## config.mk

```make
export PLATFORM = sky130hd
export DESIGN_NAME = debug_dump_tx
export DESIGN_NICKNAME = d
export VERILOG_FILES = /design/src/rtl/debug_dump_tx.sv
export SDC_FILE = /design/constraint.sdc
export NUM_CORES = 1
export LEC_CHECK = 0
export ABC_CLOCK_PERIOD_IN_PS = 3100
export BUFFER_PORTS_ARGS = -buffer_cell sky130_fd_sc_hd__buf_4
export CAP_MARGIN = 5
export CELL_PAD_IN_SITES_DETAIL_PLACEMENT = 1
export CELL_PAD_IN_SITES_GLOBAL_PLACEMENT = 1
export CORE_MARGIN = 1.5
export CORE_UTILIZATION = 41
export DETAILED_ROUTE_END_ITERATION = 10
export PLACE_DENSITY_LB_ADDON = 0.05
export SETUP_SLACK_MARGIN = 0.05
export SLEW_MARGIN = 30
export SYNTH_ARGS = -nofsm -noshare
export SYNTH_HDL_FRONTEND = slang
export SYNTH_SLANG_ARGS = --single-unit
```

## constraint.sdc

```tcl
create_clock -name clock -period 3.1 [get_ports clock]
set_clock_uncertainty 0.1 [all_clocks]
set_input_delay 0.31 -clock clock [delete_from_list [all_inputs] [get_ports clock]]
set_output_delay 0.31 -clock clock [all_outputs]
set_load 0.01 [all_outputs]
```

## src/rtl/debug_dump_tx.sv

```systemverilog
// debug_dump_tx: sends machine state (PC, register file, data memory) to the
// host over a byte-wide UART transmit handshake, MSB byte of each word first.
// Optional build macro DUMP_CHECKSUM_EN appends one XOR checksum byte.
//
// state    | meaning
// ---------+-----------------------------------------------------------
// IDLE     | waiting for a halt pulse on start_i
// ADDR     | debug address driven for the current segment/index
// FETCH    | read data valid, latched into the word buffer
// SEND     | tx_start_o strobe with the current byte
// WAIT_TX  | byte held on tx_data_o until tx_done_i
// NEXT     | advance PC -> REG -> MEM -> end of stream
// CSUM     | checksum byte queued (DUMP_CHECKSUM_EN only)
// DONE     | done_o pulse, busy_o drops next cycle
module debug_dump_tx #(
    parameter int NB_DATA    = 32,
    parameter int N_BITS     = 8,
    parameter int NB_REG     = 5,
    parameter int N_REGISTER = 32,
    parameter int NB_ADDR    = 7,
    parameter int MEM_WORDS  = 32
) (
    input  logic                clock,
    input  logic                reset,
    input  logic                start_i,
    input  logic [NB_ADDR-1:0]  pc_i,
    output logic [NB_REG-1:0]   reg_addr_o,
    input  logic [NB_DATA-1:0]  reg_data_i,
    output logic                select_reg_o,
    output logic [NB_ADDR-1:0]  mem_addr_o,
    input  logic [NB_DATA-1:0]  mem_data_i,
    output logic                select_mem_o,
    output logic [N_BITS-1:0]   tx_data_o,
    output logic                tx_start_o,
    input  logic                tx_done_i,
    output logic                busy_o,
    output logic                done_o
);

    localparam int N_BYTES = NB_DATA / N_BITS;
    localparam int NB_BIDX = (N_BYTES > 1) ? $clog2(N_BYTES) : 1;
    localparam logic [NB_BIDX-1:0] LAST_BYTE = NB_BIDX'(N_BYTES - 1);
    localparam logic [NB_REG-1:0]  LAST_REG  = NB_REG'(N_REGISTER - 1);
    localparam logic [NB_ADDR-1:0] LAST_MEM  = NB_ADDR'(MEM_WORDS - 1);

    typedef enum logic [2:0] {
        ST_IDLE,
        ST_ADDR,
        ST_FETCH,
        ST_SEND,
        ST_WAIT_TX,
        ST_NEXT,
`ifdef DUMP_CHECKSUM_EN
        ST_CSUM,
`endif
        ST_DONE
    } state_t;

    typedef enum logic [1:0] {
        SEG_PC,
        SEG_REG,
        SEG_MEM
    } seg_t;

    state_t               state_q;
    seg_t                 seg_q;
    logic [NB_DATA-1:0]   word_q;
    logic [NB_BIDX-1:0]   byte_idx_q;
    logic [NB_REG-1:0]    reg_addr_q;
    logic [NB_ADDR-1:0]   mem_addr_q;
    logic                 sel_reg_q;
    logic                 sel_mem_q;
    logic [N_BITS-1:0]    tx_data_q;
    logic                 tx_start_q;
    logic                 busy_q;
    logic                 done_q;
`ifdef DUMP_CHECKSUM_EN
    logic [N_BITS-1:0]    csum_q;
    logic                 csum_phase_q;
`endif

    logic [NB_DATA-1:0]   pc_word;
    logic [NB_DATA-1:0]   fetched_word;

    assign pc_word      = NB_DATA'(pc_i);
    assign fetched_word = (seg_q == SEG_MEM) ? mem_data_i : reg_data_i;

    // Byte idx of a word counted from the MSB end.
    function automatic logic [N_BITS-1:0] byte_of(input logic [NB_DATA-1:0] w,
                                                  input logic [NB_BIDX-1:0] idx);
        logic [NB_DATA-1:0] sh;
        sh = w << (N_BITS * int'(idx));
        return sh[NB_DATA-1 -: N_BITS];
    endfunction

    // Dump sequencer; the byte and strobe are loaded on entry to SEND so the
    // strobe lines up with the SEND cycle and the byte stays put in WAIT_TX.
    always_ff @(posedge clock) begin
        if (reset) begin
            state_q      <= ST_IDLE;
            seg_q        <= SEG_PC;
            word_q       <= '0;
            byte_idx_q   <= '0;
            reg_addr_q   <= '0;
            mem_addr_q   <= '0;
            sel_reg_q    <= 1'b0;
            sel_mem_q    <= 1'b0;
            tx_data_q    <= '0;
            tx_start_q   <= 1'b0;
            busy_q       <= 1'b0;
            done_q       <= 1'b0;
`ifdef DUMP_CHECKSUM_EN
            csum_q       <= '0;
            csum_phase_q <= 1'b0;
`endif
        end else begin
            tx_start_q <= 1'b0;
            done_q     <= 1'b0;
            unique case (state_q)
                ST_IDLE: begin
                    sel_reg_q <= 1'b0;
                    sel_mem_q <= 1'b0;
                    if (start_i) begin
                        word_q     <= pc_word;
                        seg_q      <= SEG_PC;
                        byte_idx_q <= '0;
                        tx_data_q  <= byte_of(pc_word, '0);
                        tx_start_q <= 1'b1;
                        busy_q     <= 1'b1;
`ifdef DUMP_CHECKSUM_EN
                        csum_q       <= '0;
                        csum_phase_q <= 1'b0;
`endif
                        state_q    <= ST_SEND;
                    end
                end
                ST_ADDR: state_q <= ST_FETCH;
                ST_FETCH: begin
                    word_q     <= fetched_word;
                    byte_idx_q <= '0;
                    tx_data_q  <= byte_of(fetched_word, '0);
                    tx_start_q <= 1'b1;
                    state_q    <= ST_SEND;
                end
                ST_SEND: begin
`ifdef DUMP_CHECKSUM_EN
                    csum_q <= csum_q ^ tx_data_q;
`endif
                    state_q <= ST_WAIT_TX;
                end
                ST_WAIT_TX: begin
                    if (tx_done_i) begin
`ifdef DUMP_CHECKSUM_EN
                        if (csum_phase_q) begin
                            done_q  <= 1'b1;
                            state_q <= ST_DONE;
                        end else
`endif
                        if (byte_idx_q == LAST_BYTE) begin
                            state_q <= ST_NEXT;
                        end else begin
                            byte_idx_q <= byte_idx_q + 1'b1;
                            tx_data_q  <= byte_of(word_q, byte_idx_q + 1'b1);
                            tx_start_q <= 1'b1;
                            state_q    <= ST_SEND;
                        end
                    end
                end
                ST_NEXT: begin
                    unique case (seg_q)
                        SEG_PC: begin
                            seg_q      <= SEG_REG;
                            reg_addr_q <= '0;
                            sel_reg_q  <= 1'b1;
                            state_q    <= ST_ADDR;
                        end
                        SEG_REG: begin
                            if (reg_addr_q == LAST_REG) begin
                                seg_q      <= SEG_MEM;
                                sel_reg_q  <= 1'b0;
                                sel_mem_q  <= 1'b1;
                                mem_addr_q <= '0;
                            end else begin
                                reg_addr_q <= reg_addr_q + 1'b1;
                            end
                            state_q <= ST_ADDR;
                        end
                        default: begin
                            if (mem_addr_q == LAST_MEM) begin
                                sel_mem_q <= 1'b0;
`ifdef DUMP_CHECKSUM_EN
                                state_q   <= ST_CSUM;
`else
                                done_q    <= 1'b1;
                                state_q   <= ST_DONE;
`endif
                            end else begin
                                mem_addr_q <= mem_addr_q + 1'b1;
                                state_q    <= ST_ADDR;
                            end
                        end
                    endcase
                end
`ifdef DUMP_CHECKSUM_EN
                ST_CSUM: begin
                    tx_data_q    <= csum_q;
                    tx_start_q   <= 1'b1;
                    csum_phase_q <= 1'b1;
                    state_q      <= ST_SEND;
                end
`endif
                ST_DONE: begin
                    busy_q  <= 1'b0;
                    state_q <= ST_IDLE;
                end
                default: state_q <= ST_IDLE;
            endcase
        end
    end

    assign reg_addr_o   = reg_addr_q;
    assign mem_addr_o   = mem_addr_q;
    assign select_reg_o = sel_reg_q;
    assign select_mem_o = sel_mem_q;
    assign tx_data_o    = tx_data_q;
    assign tx_start_o   = tx_start_q;
    assign busy_o       = busy_q;
    assign done_o       = done_q;

endmodule
```

Word level (Yosys, flattened, before mapping)
Index checks and enable logic that the tools add are counted.
W data, S select, Z words.
{"block": "word_totals", "wordCells": 96, "reg_bits": 64, "inputBits": 75, "output_inout_bits": 25}
{"block": "classes", "bitwise": 2, "addsub": 3, "mux": 39, "n_eq_ne": 21, "shift": 1, "reduce_logical": 18}
{"operator": "$mux W32", "count": 2}
{"operator": "$pmux W32 S2", "count": 1}
{"operator": "$shl A32 B5 Y32", "count": 1}
{"operator": "$mux W8", "count": 3}
{"operator": "$pmux W8 S3", "count": 1}
{"operator": "$pmux W3 S6", "count": 1}
{"operator": "$reduce_and A4 Y1", "count": 4}
{"operator": "$mux W3", "count": 5}
{"operator": "$mux W7", "count": 2}
{"operator": "$pmux W7 S2", "count": 1}
{"operator": "$ne A2 B2 Y1 const B", "count": 6}
{"operator": "$pmux W1 S2", "count": 5}
{"operator": "$pmux W5 S2", "count": 1}
{"operator": "$eq A3 B3 Y1 const B", "count": 3}
{"operator": "$ne A3 B3 Y1 const B", "count": 3}
{"operator": "$mux W1", "count": 8}
{"operator": "$mux W2", "count": 4}
{"operator": "$pmux W2 S2", "count": 2}
{"operator": "$reduce_bool A2 Y1", "count": 4}
{"operator": "$add A7 B1 Y7 const B", "count": 1}
{"operator": "$eq A7 B5 Y1 const B", "count": 1}
{"operator": "$eq A3 B2 Y1 const B", "count": 2}
{"operator": "$pmux W2 S3", "count": 1}
{"operator": "$reduce_and A2 Y1", "count": 3}
{"operator": "16 further kinds", "count": 19}

Logic depth before layout (Yosys ltp)
Gate-level depths: netlist of run 1.
{"block": "depth", "ltp_word": 5, "mapped_depth": 7, "depth_no_buf": 7}

Least setup slack after synthesis of run 1
OpenSTA, ideal clock, no wires.
{"block": "synth_path", "kind": "reg2reg", "from": "register reg_addr_q[0], in the netlist reg_addr_o[0]", "to": "register reg_addr_q[0], in the netlist reg_addr_o[0]", "t_arrival_ns": 1.864, "stages_incl_launch_ff": 8, "required_time_ns": 2.930, "period_less_slack_ns": 2.034, "slack_ns": 1.066, "path_buffers": 0, "setup_ns": 0.070, "cell_sequence": "dfxtp_1 -> ha_1 -> and3_1 -> ha_1 -> a21oi_1 -> nand2_1 -> or3_1 -> a21oi_1"}
{"block": "synth_via", "elab_chain_len": 3, "elab_cells_between_ends": 6, "classes_between": "1 x add/sub; 2 x eq/ne; 2 x mux; 1 x reduce/logical"}
{"element": "start, declared", "line_no": "69", "source": "logic [NB_REG-1:0] reg_addr_q;"}
{"element": "start signal, assigned", "line_no": "184", "source": "reg_addr_q <= reg_addr_q + 1'b1;"}
{"element": "$add A5 B1 Y5 / $eq A5 B5 Y1 (equally long branches)", "line_no": "184, 178"}
{"element": "$mux W5 / $ne A2 B2 Y1 (equally long branches)"}
{"element": "$pmux W5 S2 / $reduce_and A3 Y1 (equally long branches)"}
Several ways; a longest one is shown, not always the timed one. The select of a mux whose other input is x is not followed.
A chain may end at the register's enable or synchronous reset.

Final worst setup path of run 1
Ends and elaborated chain as after synthesis.

==> impl_metrics.ini, run 1 <==
[global_routing]
use_met3_pct = 4.105
antenna_found_initial = 0
grt_pass1_vias = 2981
grt_use_total_pct = 22.10
busiest_layer = met1
met2_usage_pct = 32.60
grt_pass1_wl_um = 14860
gr-total-overflow = 0
grt_start_max_net_pins = 62
grt_util_met1_pct = 32.84

[clock_network]
clk_latency_ns = 0.34
ctsResizeCount = 0
htreeDepth = 3
cts_tree = yes
clock_path_buffers = 2
cts_setup_buffers = 0
hold_buffers = 0
numCtsBuffers = 9
cts_root_buf = clkbuf_8
clock-sinks = 64
clk_pin_slew_worst_paths_ns = 0.07

[detailed_routing]
drc = 0
vias = 3007
wl_per_cell_um = 16.42
first_pass_iters = 4
initialDrtViolationCount = 114
drtAntennaViolNets = 0
post_drt_via_cell_ratio = 5.428
routed_wl_um = 9094

[synth]
synth_top_family_by_area = simple AND/OR/NAND/NOR gates
synth_simple_gate_area_share_pct = 20.84
synth_top_area_share_pct = 38.88
synth_cell_types = 55
synth_edf_count = 0
synth_fp_nets = 441
synth_fa_ha_area_share_pct = 1.519
ys_ff_latch = 64
synth_top_area_cell = dfxtp_1
syn_area_um2 = 3296
synth_area_per_cell_um2 = 9.104
netlist_instances = 362
synthMuxAreaShare_pct = 14.62
synth_compound_area_share_pct = 18.30
synth-async-reset-ratio_pct = 0
ys_seq_area_share_pct = 38.88
synth_xor_area_share_pct = 1.063
synthTopCellsByArea = dfxtp_1 39%, mux2_2 8.5%, mux4_2 5.5%
yosysWarnings = 0
synth_flop_cell = dfxtp_1

[power_and_ir_drop]
power.switching_mw = 0.5591
pwr-share-comb_pct = 19.1
swShare_pct = 28.82
p_int_mw = 1.381
clkPwrFrac_pct = 32.3
ir_worst_vdd_uv = 169.3
power_leakage_nw = 1.658
pwr-share-seq_pct = 48.7
total_power_mw = 1.940
power_density_nw_per_um2 = 459.3

[worst_setup_path]
r2r_cells = 7
required_ns = 3.26
crit_fanout = 6
cp-end-kind = flop
cp-start-kind = flop
path_class = reg2reg
arrival_ns = 2.49

[min_path]
holdCritPathClass = in2reg
min_path_cells = 3

[floorplanning]
die_h_um = 92.66
dieWidth_um = 92.66
dieArea_um2 = 8585
core-area_um2 = 7767
row_count = 32
io_pins = 100
start_util_pct = 42.43

[sta]
fmax_mhz = 429.4
rsz0062_at_grt = no
setup_viol = 0
relSlewSlack_pct = 44.40
period_share_pct = 75.13
maxSlewViolCount = 0
period_needed_ns = 2.329
final_hold_viol_count = 0
tightestPinTransition_ns = 0.8323
tns_ns = 0

[placed_design]
routabilityCongestion = 0.7622
place_inst = 538
port-buffer-count = 99
dp_hpwl_um = 6595
place_area_um2 = 4059

[layout]
drive_above_1_share_pct = 35.18
diodes = 0
fin_util_pct = 54.38
finalNetCount = 526
stdcell_area_um2 = 4224
area_growth_pct = 28.17
nFillCells = 943
instances_no_fill = 554

[flow_run]
max_cap_violations = 0

[outcome]
outcome = finished, final reports clean
==> path summary, 6_finish.rpt <==
kind / slack (ns) / startpoint / to
min reg2reg: 0.36 / word_q[26]$_SDFFE_PP0P_ / word_q[26]$_SDFFE_PP0P_
max reg2reg: 0.77 / reg_addr_o[0]$_SDFFE_PP0P_ / reg_addr_o[0]$_SDFFE_PP0P_
max: 0.77 / reg_addr_o[0]$_SDFFE_PP0P_ / reg_addr_o[0]$_SDFFE_PP0P_
min: 0.20 / pc_i[5] / word_q[5]$_SDFFE_PP0P_
==> through the flow <==
stage	worst slack, ns	hold WS (ns)
after floorplan	1.066	0.3331
after global placement	0.8580	0.3398
after detailed placement	0.7952	0.3528
after CTS	0.7670	0.1923
after global routing	0.5337	0.1815
final	0.7710	0.2005
==> flip-flops by register name, summed over array words and instances (netlist names) <==
| register | cells |
|---|---|
| word_q | 32 |
| tx_data_o | 8 |
| mem_addr_o | 7 |
| reg_addr_o | 5 |
| state_q | 3 |
| byte_idx_q | 2 |
| seg_q | 2 |
| busy_o | 1 |
| done_o | 1 |
| select_mem_o | 1 |
| select_reg_o | 1 |
| tx_start_o | 1 |
==> worst max-delay path, cell delays in order, from the launching register on <==
cell	delay, ns
dfxtp_1	0.35
ha_1	0.22
and3_1	0.18
ha_1	0.23
a21oi_1	0.46
nand2_1	0.19
or3_1	0.37
a21oi_1	0.14
==> area by class of cell <==
type,instances,area [µm²],area share (%)
clock buffer,12,145.1,3.436
multi-input combinational,266,1866,44.16
inverter,3,11.26,0.2666
tap,102,127.6,3.021
timing repair buffer,103,773.2,18.31
clock inverter,4,20.02,0.4739
sequential,64,1281,30.33
==> layer usage <==
| metal | vias up | share of wire (%) |
|---|---|---|
| met2 | 81 | 44 |
| met1 | 1436 | 51 |
| met4 | 0 | 0.90 |
| li1 | 1484 | - |
| met3 | 6 | 3.8 |
| met5 | - | 0 |
==> cells in the mapped netlist (2+ instances only) <==
library cell,number
nand2_1,36
nor3_1,7
mux2_2,25
o31ai_1,7
mux2i_1,2
o31a_1,2
o21ai_0,9
a211oi_1,8
nand4_1,2
mux4_2,8
nand3b_1,8
a21oi_1,21
nand2b_1,3
nor2b_1,11
xnor2_1,2
buf_2,9
buf_6,3
xor2_1,2
a22oi_1,18
nor3b_1,3
and3_1,2
clkbuf_1,16
o21bai_1,2
inv_1,2
a311oi_1,8
ha_1,4
dfxtp_1,64
or3_1,4
nor2_1,41
nand3_1,8
==> cell usage in the layout (no fill, tap or decap), types with 7 or more instances in the layout <==
master and instances:
o31ai_1 7, mux2_2 25, a22oi_1 18, buf_4 103
nand2_1 36, nor2b_1 11, dfxtp_1 64, a311oi_1 8
a211oi_1 8, o21ai_0 9, mux4_2 8, nand3b_1 8
nor3_1 7, nor2_1 41, a21oi_1 21, clkbuf_8 10
nand3_1 8
==> cells by family (layout without fill, tap and decap cells) <==
kind of cell	after synthesis	count (layout)
AO/OA/AOI/OAI	86	86
XOR/XNOR	4	4
adder cells (fa/ha/maj)	4	4
buffers and inverters	32	122
flip-flops	64	64
multiplexers	35	35
AND/OR/NAND/NOR	137	137
==> power groups by stage <==
stage                     combinational (mW)  sequential [mW]  clock [mW]
after global placement                 0.365            0.958           0
after CTS                              0.374            0.943       0.640
after detailed placement               0.372            0.962           0
after global routing                   0.411            0.953       0.677
after floorplan                        0.234            0.937           0
final                                  0.370            0.944       0.626
Note: power is estimated with default switching activity, not from simulation.
==> run 2, diff against run 1 <==
--- a/config.mk
+++ b/config.mk
@@ -5,13 +5,14 @@
 export SDC_FILE = /design/constraint.sdc
 export NUM_CORES = 1
 export LEC_CHECK = 0
-export ABC_CLOCK_PERIOD_IN_PS = 3100
+export ABC_AREA = 1
+export ABC_CLOCK_PERIOD_IN_PS = 1900
 export BUFFER_PORTS_ARGS = -buffer_cell sky130_fd_sc_hd__buf_4
 export CAP_MARGIN = 5
 export CELL_PAD_IN_SITES_DETAIL_PLACEMENT = 1
 export CELL_PAD_IN_SITES_GLOBAL_PLACEMENT = 1
 export CORE_MARGIN = 1.5
-export CORE_UTILIZATION = 41
+export CORE_UTILIZATION = 32
 export DETAILED_ROUTE_END_ITERATION = 10
 export PLACE_DENSITY_LB_ADDON = 0.05
 export SETUP_SLACK_MARGIN = 0.05
==> constraint.sdc (replaced) <==
create_clock -name clock -period 1.9 [get_ports clock]
set_clock_uncertainty 0.1 [all_clocks]
set_input_delay 0.19 -clock clock [delete_from_list [all_inputs] [get_ports clock]]
set_output_delay 0.19 -clock clock [all_outputs]
set_load 0.01 [all_outputs]
==> impl_metrics.ini, run 2 <==
[layout]
area_growth_pct = 36.27
multi_input_area_um2 = 1897
nFillCells = 1387
diodes = 0
finalNetCount = 719
most-common-layout-cells = 143 x nor2_1, 120 x buf_4, 103 x nand2_1, 63 x dfxtp_1, 55 x o21ai_0
mostFrequentLayoutCell = nor2_1
largest_reg_flops = 32
drive_above_1_share_pct = 26.20
largest-register = word_q
instances_no_fill = 781
regArea_um2 = 1282

[placed_design]
pre_cts_ws_ns = -0.04432
routabilityCongestion = 0.7732
port-buffer-count = 99
dp_hpwl_um = 8051
place_inst = 756

[synth]
synthTopCellsByArea = dfxtp_1 38%, nor2_1 16%, nand2_1 12%
synth_edf_count = 0
synth_cell_types = 29
synth_top_area_share_pct = 38.17
ys_ff_latch = 64
synth_top_area_cell = dfxtp_1
synth_top_family_by_area = simple AND/OR/NAND/NOR gates
ys_seq_area_share_pct = 38.17
synth_compound_area_share_pct = 18.78
synth_simple_gate_area_share_pct = 34.55
synth_most_common_cell = nor2_1
synth_commonest_cells = 144 x nor2_1, 108 x nand2_1, 64 x dfxtp_1
synth_flop_cell = dfxtp_1
synth_fp_nets = 610
synth-async-reset-ratio_pct = 0
synthMuxAreaShare_pct = 0
syn_area_um2 = 3357
netlist_instances = 531
synth_area_per_cell_um2 = 6.322
yosysWarnings = 0
synth_fa_ha_area_share_pct = 1.491
synth_xor_area_share_pct = 0.2609

[floorplanning]
core-area_um2 = 10230
row_count = 37
start_util_pct = 32.81
dieWidth_um = 105.4
dieArea_um2 = 11110
die_h_um = 105.4
io_pins = 100

[worst_setup_path]
path_class = reg2reg
cp-start-kind = flop
crit_fanout = 5
required_ns = 2.02
cp-end-kind = flop
arrival_ns = 1.85

[clock_network]
cts_tree = yes
htreeDepth = 3
cts_root_buf = clkbuf_8
clock-sinks = 64
clk_pin_slew_worst_paths_ns = 0.07
numCtsBuffers = 9
clk_latency_ns = 0.35
clock_path_buffers = 2

[sta]
relSlewSlack_pct = 63.45
maxSlewViolCount = 0
setup_ws_ns = 0.1654
rsz0062_at_grt = no
period_share_pct = 91.30
period_needed_ns = 1.735
tightestPinTransition_ns = 0.5477
fmax_mhz = 576.5
final_hold_viol_count = 0
setup_viol = 0

[detailed_routing]
vias = 3774
routed_wl_um = 10940
wl_per_cell_um = 14.00
post_drt_via_cell_ratio = 4.832
drtAntennaViolNets = 0
initialDrtViolationCount = 71
first_pass_iters = 4
drc = 0

[global_routing]
grt_pass1_wl_um = 18420
grt_pass1_vias = 3974
grt_use_total_pct = 20.81
gr-total-overflow = 0
antenna_found_initial = 0
grt_start_max_net_pins = 43

[power_and_ir_drop]
power_density_nw_per_um2 = 787.5
total_power_mw = 3.602
ir_worst_vdd_uv = 270.7
power_leakage_nw = 2.072

[min_path]
holdCritPathClass = in2reg

[flow_run]
max_cap_violations = 0

[outcome]
outcome = finished, final reports clean
run 2: cell count changes after synthesis, moves of 8 or more:
cell and delta:
a211oi_1 -8, nand2_1 +72, inv_1 +17, a21oi_1 +26, mux2_2 -25, a22oi_1 -18
nor2b_1 -11, nor2_1 +103, o21ai_1 +17, inv_2 +9, a311oi_1 -8, o21ai_0 +47
mux4_2 -8
run 2: final cells by class:
class | count | share of cell area [%]
multi-input cells | 413 | 41.47
inverters | 30 | 2.598
repair buffers | 122 | 20.57
well taps | 136 | 3.720
flip-flops and latches | 64 | 28.04
clock buffers | 12 | 3.173
clock inverters | 4 | 0.4376
run 2: path summary, 6_finish.rpt:
check	cells past startpoint	slack [ns]	end	startpoint
min	3	0.04	word_q[3]$_SDFFE_PP0P_	pc_i[3]
max reg2reg	10	0.17	mem_addr_o[0]$_SDFFE_PP0P_	reg_addr_o[1]$_SDFFE_PP0P_
min reg2reg	2	0.36	word_q[26]$_SDFFE_PP0P_	word_q[26]$_SDFFE_PP0P_
max	10	0.17	mem_addr_o[0]$_SDFFE_PP0P_	reg_addr_o[1]$_SDFFE_PP0P_
run 2: report_power, final:
| part | internal, mW | leakage (nW) | total, mW | switching (mW) |
|---|---|---|---|---|
| combinational | 0.436 | 1.46 | 1.02 | 0.583 |
| clock | 0.501 | 0.0899 | 1.03 | 0.527 |
| sequential | 1.47 | 0.523 | 1.56 | 0.0823 |
| total | 2.41 | 2.07 | 3.60 | 1.19 |
run 2: kinds of logic (layout without fill, tap and decap cells):
kind of cell               count (synthesis)  in the layout
buffers and inverters                     55            168
DFF                                       64             64
adders and majority gates                  4              4
and+or+nand+nor                          283            284
AOI/OAI and AO/OA                        124            124
xor gates and xnor gates                   1              1
run 2: timing repair:
item / CTS / global route
gates resized for setup: 2 / 14
pin swaps: 0 / 3
setup endpoints to repair: 8 / 20
cloned: 0 / 1
setup buffers: 0 / 8
hold buffers: 0 / 0
run 2: worst max-delay path: stages (launching register included):
cell and delay, ns:
dfxtp_2 0.36, ha_2 0.18, inv_1 0.06, nor3_2 0.11
ha_2 0.21, nand2_2 0.07, nand2_4 0.13, nand3_4 0.13
buf_4 0.15, nand2_1 0.05, a21oi_1 0.06
run 2: layer usage:
layer | global-route usage, % | wire (µm)
met2 | 40.34 | 5964
met4 | 6.849 | 221
met1 | 22.63 | 4494
met5 | 0 | 0
met3 | 3.525 | 256
run 2: metrics by stage:
stage	utilization (%)	hold slack (ns)	instance area (µm²)	TNS [ns]
global placement	41.97	0.3502	4294	0
CTS	43.66	0.03641	4467	0
detailed placement	41.97	0.3549	4294	-0.04432
finish	44.71	0.03780	4574	0
floorplan	-	0.2819	3357	0
global route	44.71	0.04618	4574	0
